**src/rtl/mdu_issue_ctrl_pkg.sv**
```systemverilog
// Shared encodings for the EX-stage mul/div issue controller and the unit it drives.
// Latency: n/a (types, constants and helpers only).
// Backpressure: n/a.
package mdu_issue_ctrl_pkg;

    localparam int XLEN        = 32;
    localparam int TIMEOUT_DEF = 48;
    localparam int CNT_W_DEF   = 6;

    // Instruction encodings as presented by EX on op_i
    typedef enum logic [1:0] {
        OP_MULT  = 2'b00,
        OP_MULTU = 2'b01,
        OP_DIV   = 2'b10,
        OP_DIVU  = 2'b11
    } mdu_op_e;

    // Functional-unit select presented on sel_o
    typedef enum logic [1:0] {
        SEL_IDLE = 2'b00,
        SEL_MUL  = 2'b01,
        SEL_DIV  = 2'b10
    } mdu_sel_e;

    // Controller states; DRAIN lasts two cycles so the unit can walk back to free
    typedef enum logic [1:0] {
        ST_IDLE  = 2'b00,
        ST_BUSY  = 2'b01,
        ST_DONE  = 2'b10,
        ST_DRAIN = 2'b11
    } mdu_state_e;

    // Handshake levels already used by the unit
    localparam logic UNIT_START     = 1'b1;
    localparam logic UNIT_STOP      = 1'b0;
    localparam logic UNIT_READY     = 1'b1;
    localparam logic UNIT_NOT_READY = 1'b0;

    // Divide ops have op[1] set; everything else goes to the multiplier
    function automatic logic [1:0] op_to_sel(input logic [1:0] op);
        return op[1] ? SEL_DIV : SEL_MUL;
    endfunction

    // The unsigned variants have op[0] set
    function automatic logic op_is_signed(input logic [1:0] op);
        return ~op[0];
    endfunction

endpackage

```
**src/rtl/mdu_issue_ctrl.sv**
```systemverilog
// Initiator for the multi-cycle mul/div unit: issues operands, stalls EX, commits HI/LO, drains on flush/abort.
// Latency: result write strobe nominally unit latency + 2 cycles after the issue edge; stall_o is combinational.
// Backpressure: start_o held and pipeline stalled until unit_ready_i, a flush, or the BUSY watchdog fires.
module mdu_issue_ctrl
    import mdu_issue_ctrl_pkg::*;
#(
    parameter int TIMEOUT = TIMEOUT_DEF,
    parameter int CNT_W   = CNT_W_DEF
) (
    input  logic            clk,
    input  logic            rst,
    input  logic            op_valid_i,
    input  logic [1:0]      op_i,
    input  logic [XLEN-1:0] src_a_i,
    input  logic [XLEN-1:0] src_b_i,
    input  logic            flush_i,
    input  logic            unit_ready_i,
    input  logic [63:0]     unit_result_i,
    output logic            start_o,
    output logic            signed_o,
    output logic [1:0]      sel_o,
    output logic [XLEN-1:0] opdata1_o,
    output logic [XLEN-1:0] opdata2_o,
    output logic            annul_o,
    output logic            stall_o,
    output logic            hilo_we_o,
    output logic [XLEN-1:0] hi_o,
    output logic [XLEN-1:0] lo_o,
    output logic            err_o
);

    localparam logic [CNT_W-1:0] LP_CNT_LAST = CNT_W'(TIMEOUT - 1);

    mdu_state_e        r_state;
    mdu_state_e        w_next_state;
    logic [CNT_W-1:0]  r_cnt;
    logic              r_drain_cnt;
    logic              r_signed;
    logic [1:0]        r_sel;
    logic [XLEN-1:0]   r_opdata1;
    logic [XLEN-1:0]   r_opdata2;
    logic [XLEN-1:0]   r_hi;
    logic [XLEN-1:0]   r_lo;
    logic              r_err;

    logic              w_issue;
    logic              w_busy;
    logic              w_ready;
    logic              w_capture;
    logic              w_timeout;
    logic              w_leave;

    assign w_busy    = (r_state == ST_BUSY);
    assign w_ready   = (unit_ready_i == UNIT_READY);
    assign w_issue   = (r_state == ST_IDLE) & op_valid_i & ~flush_i;
    // Flush outranks a same-cycle result; the result is then simply dropped
    assign w_capture = w_busy & ~flush_i & w_ready;
    assign w_timeout = w_busy & ~flush_i & ~w_ready & (r_cnt == LP_CNT_LAST);
    assign w_leave   = (r_state != ST_IDLE) & (w_next_state == ST_IDLE);

    // State register
    always_ff @(posedge clk) begin
        if (rst) begin
            r_state <= ST_IDLE;
        end else begin
            r_state <= w_next_state;
        end
    end

    // Next-state selection
    always_comb begin
        w_next_state = r_state;
        case (r_state)
            ST_IDLE: begin
                if (w_issue) begin
                    w_next_state = ST_BUSY;
                end
            end
            ST_BUSY: begin
                if (flush_i) begin
                    w_next_state = ST_DRAIN;
                end else if (w_ready) begin
                    w_next_state = ST_DONE;
                end else if (r_cnt == LP_CNT_LAST) begin
                    w_next_state = ST_DRAIN;
                end
            end
            ST_DONE: begin
                w_next_state = ST_IDLE;
            end
            ST_DRAIN: begin
                if (r_drain_cnt) begin
                    w_next_state = ST_IDLE;
                end
            end
            default: begin
                w_next_state = ST_IDLE;
            end
        endcase
    end

    // State-decoded outputs; the write strobe is killed by a flush in the same cycle
    always_comb begin
        start_o   = w_busy ? UNIT_START : UNIT_STOP;
        annul_o   = (r_state == ST_DRAIN) & ~r_drain_cnt;
        hilo_we_o = (r_state == ST_DONE) & ~flush_i;
        stall_o   = w_issue | w_busy;
    end

    // BUSY watchdog counter, cleared on every issue
    always_ff @(posedge clk) begin
        if (rst) begin
            r_cnt <= '0;
        end else if (w_issue) begin
            r_cnt <= '0;
        end else if (w_busy) begin
            r_cnt <= r_cnt + CNT_W'(1);
        end
    end

    // Two-cycle DRAIN sub-counter; reads 0 on entry so annul fires once
    always_ff @(posedge clk) begin
        if (rst) begin
            r_drain_cnt <= 1'b0;
        end else if (r_state == ST_DRAIN) begin
            r_drain_cnt <= ~r_drain_cnt;
        end else begin
            r_drain_cnt <= 1'b0;
        end
    end

    // Operand/mode capture; held until IDLE because the unit re-reads signs late
    always_ff @(posedge clk) begin
        if (rst) begin
            r_opdata1 <= '0;
            r_opdata2 <= '0;
            r_signed  <= 1'b0;
            r_sel     <= SEL_IDLE;
        end else if (w_issue) begin
            r_opdata1 <= src_a_i;
            r_opdata2 <= src_b_i;
            r_signed  <= op_is_signed(op_i);
            r_sel     <= op_to_sel(op_i);
        end else if (w_leave) begin
            r_signed  <= 1'b0;
            r_sel     <= SEL_IDLE;
        end
    end

    // HI/LO capture on result accept; held until the next capture
    always_ff @(posedge clk) begin
        if (rst) begin
            r_hi <= '0;
            r_lo <= '0;
        end else if (w_capture) begin
            r_hi <= unit_result_i[63:32];
            r_lo <= unit_result_i[31:0];
        end
    end

    // Sticky watchdog error, cleared only by reset
    always_ff @(posedge clk) begin
        if (rst) begin
            r_err <= 1'b0;
        end else if (w_timeout) begin
            r_err <= 1'b1;
        end
    end

    assign signed_o  = r_signed;
    assign sel_o     = r_sel;
    assign opdata1_o = r_opdata1;
    assign opdata2_o = r_opdata2;
    assign hi_o      = r_hi;
    assign lo_o      = r_lo;
    assign err_o     = r_err;

endmodule

```
**config.mk**
```make
export PLATFORM = sky130hd
export DESIGN_NAME = mdu_issue_ctrl
export DESIGN_NICKNAME = d
export VERILOG_FILES = /design/src/rtl/mdu_issue_ctrl_pkg.sv /design/src/rtl/mdu_issue_ctrl.sv
export SDC_FILE = /design/constraint.sdc
export NUM_CORES = 1
export LEC_CHECK = 0
export BUFFER_PORTS_ARGS = -buffer_cell sky130_fd_sc_hd__buf_2
export CAP_MARGIN = 20
export CELL_PAD_IN_SITES_DETAIL_PLACEMENT = 1
export CELL_PAD_IN_SITES_GLOBAL_PLACEMENT = 1
export CORE_MARGIN = 3
export CORE_UTILIZATION = 27
export CTS_CLUSTER_DIAMETER = 150
export CTS_CLUSTER_SIZE = 25
export DETAILED_ROUTE_END_ITERATION = 7
export GPL_ROUTABILITY_DRIVEN = 0
export PLACE_DENSITY_LB_ADDON = 0.1
export SLEW_MARGIN = 0
export SYNTH_ARGS = -nofsm -noshare
export SYNTH_HDL_FRONTEND = slang
export SYNTH_SLANG_ARGS = --single-unit
export TNS_END_PERCENT = 5
```
**constraint.sdc**
```tcl
create_clock -name clk -period 1.55 [get_ports clk]
set_input_delay 0 -clock clk [delete_from_list [all_inputs] [get_ports clk]]
set_output_delay 0 -clock clk [all_outputs]
set_load 0.01 [all_outputs]
```
==> impl_metrics.toml <==
[timing]
finalSetupViolations = 2
fin_skew_ns = 0.00519
fin_ws_ns = -0.0276
timing.final.crit_share = 1.02
hold_violations = 0
slew_headroom = 0.500
fin_crit_ns = 1.58
worstMarginPinSlew_ns = 0.750
drv_slew = 0
fmax_mhz = 634
rsz0062_at_grt = "yes"

[logic_synthesis]
synth_area_leader_cell = "dfxtp_1"
synth_top_area_frac = 0.569
yosysMostFrequentCell = "nand2_1"
ys_types = 29
ys_async_sr_fraction = 0
synthTopCellsByArea = "dfxtp_1 (57%), nand2_1 (20%), a21oi_1 (13%), clkbuf_1 (2.4%), buf_2 (1.3%)"
ys_ff_latch = 141
syn-num-nets = 763
synth_area_um2 = 4960
postSynthCellCount = 627
synth_edf_count = 0
yosys-top-cells-count = "nand2_1 (262), dfxtp_1 (141), a21oi_1 (132)"
synthFlopType = "dfxtp_1"
ys_warn_count = 0
yosysSeqAreaShare = 0.569
syn_avg_cell_area_um2 = 7.92

[place]
hpwl_um = 12800
dp_slack_ns = -0.0664
place_inst = 1089
io_buffers = 270
placed_area_um2 = 6600

[global_routing]
grt_overflow = 0
grt_pass1_wl_um = 31600
track_usage = 0.195
grt_pass1_vias = 6170
grt_max_degree = 68
antenna_found_initial = 0

[critical_path]
path_max_fanout = 2
r2r-end = "opdata2_o[2]$_SDFFE_PP0P_"
crit_chain = "or4b_4 > buf_8 > nand2b_4 > buf_6"
critical_path_arrival_ns = 1.58
r2r_start = "r_state[1]$_SDFF_PP0_"
required_ns = 1.55
start_kind = "register"
endpoint_kind = "primary output"
slowest_stage = "or4b_4"
criticalPathCategory = "reg2out"
critical_path.max_stage_delay_ns = 0.54
r2r_slack_ns = 0
rr_worst_depth = 5

[power_and_ir_drop]
irDropWorstVdd_mv = 0.728
power_frac_seq = 0.426
powerDensity_nw_per_um2 = 1030
combPwrFrac = 0.125
power.total_mw = 8.93
power_switching_mw = 2.16
power.share.switching = 0.241
internal_power_mw = 6.77
power_leakage_nw = 3.87
clkPwrFrac = 0.449

[floorplanning]
die_width_um = 142
die-area_um2 = 20100
rows = 48
fp.dieH_um = 142
initial_core_util = 0.281
core_area_um2 = 17700
io_pins = 271

[clock_network]
cts_root_buf = "clkbuf_16"
cts_tree = "yes"
clk_latency_ns = 0.42
cts_buffer_depth = 2
h-tree-depth = 4
clk_pin_slew_ns = 0.06
cts_sinks = 141
cts_made_buffers = 17

[route]
first_pass_iters = 6
via_per_inst = 4.58
wl_um = 20600
antenna_left = 0
vias = 5770
route.detailed.wl_per_inst_um = 16.4
drt_iter0_markers = 130
drc_errors = 0

[min_path]
holdPathStages = 4
min_to = "sel_o[0]$_SDFFE_PP0P_"
holdCritPathClass = "in2reg"
min_from = "op_valid_i"

[layout]
nets = 1158
antenna_cells = 0
final_area_um2 = 8680
areaGrowthSynthToFinish_pct = 74.8
drive_gt1_frac = 0.322
final_cells = 1260

[job]
cap_violations = 0

[status]
violations = "setup timing"
status = "complete, but fails checks"
-- critical path: cells and delay by family (launching register included) --
| family | cells | cell delay [ns] |
|---|---|---|
| and+or+nand+nor | 2 | 0.60 |
| DFF | 1 | 0.33 |
| buffers and inverters | 2 | 0.25 |
-- through the flow --
stage               setup TNS [ns]  hold WS [ns]   util
floorplan                        0        0.0495      -
global placement           -0.0667         0.207  0.374
detailed placement           -2.06         0.217  0.374
CTS                        -0.0290        0.0253  0.485
global route                 -1.59        0.0459  0.491
finish                     -0.0283        0.0450  0.491
-- layer usage --
metal	part of all wire	global-route usage
met5	0	0
met4	0.020	0.0631
met3	0.083	0.0772
met2	0.49	0.338
met1	0.40	0.218
-- cell type report --
cell class | count | area (um2)
Clock inverter | 12 | 120
Tap cell | 225 | 282
Multi-Input combinational cell | 432 | 1980
Timing Repair Buffer | 423 | 2990
Inverter | 7 | 26.3
Clock buffer | 20 | 457
Fill cell | 2130 | 8980
Sequential cell | 141 | 2820
-- timing repair --
action / CTS / global route
endpoints found under the hold margin: 133 / 0
hold buffers: 132 / 0
gates cloned: 0 / 3
setup buffers: 2 / 2
pin swaps: 1 / 2
gates resized for setup: 11 / 12
endpoints found under the setup margin: 68 / 102
-- power groups by stage --
stage / Combinational [mW] / Sequential (mW) / Clock (mW)
global placement: 0.753 / 3.87 / 0
finish: 1.12 / 3.81 / 4.01
floorplan: 0.294 / 3.93 / 0
CTS: 1.07 / 3.80 / 4.12
global route: 1.22 / 3.82 / 4.31
detailed placement: 0.776 / 3.88 / 0
-- registers in the layout, summed over array words and instances (netlist names) --
| signal | flops |
|---|---|
| opdata2_o | 32 |
| sel_o | 2 |
| r_state | 2 |
| opdata1_o | 32 |
| lo_o | 32 |
| hi_o | 32 |
| r_cnt | 6 |
| signed_o | 1 |
| r_drain_cnt | 1 |
| err_o | 1 |
-- worst max path at each step --
| stage | start | to | slack [ns] | cells after the start |
|---|---|---|---|---|
| finish | r_state[1]$_SDFF_PP0_ | stall_o | -0.03 | 4 |
| global route | r_state[1]$_SDFF_PP0_ | stall_o | -0.08 | 4 |
| CTS | r_state[1]$_SDFF_PP0_ | stall_o | -0.03 | 4 |
| detailed placement | r_state[0]$_SDFF_PP0_ | opdata1_o[9]$_SDFFE_PP0P_ | -0.07 | 4 |
| global placement | r_state[0]$_SDFF_PP0_ | opdata1_o[9]$_SDFFE_PP0P_ | -0.02 | 4 |
| floorplan | r_state[0]$_SDFF_PP0_ | signed_o$_SDFFE_PP0P_ | 0.06 | 5 |
-- cell families after synthesis --
group,synth area share
and+or+nand+nor,0.229
AOI/OAI and AO/OA,0.148
DFF,0.569
buffers and inverters,0.0471
xor gates and xnor gates,0.00353
muxes,0.00202
adders and majority gates,0.00252
-- cells in the final DEF (no fill, tap or decap), drive strengths merged, types with 2 or more instances in the layout --
master,count
o21ai,4
nand3,3
bufinv,2
dfxtp,141
nand2,262
dlygate4sd3,132
buf,288
o32ai,2
clkbuf,23
xnor2,2
nor2,6
inv,7
clkinv,9
nand2b,2
a21oi,132
or3,4
Note: power is estimated with default switching activity, not from simulation.
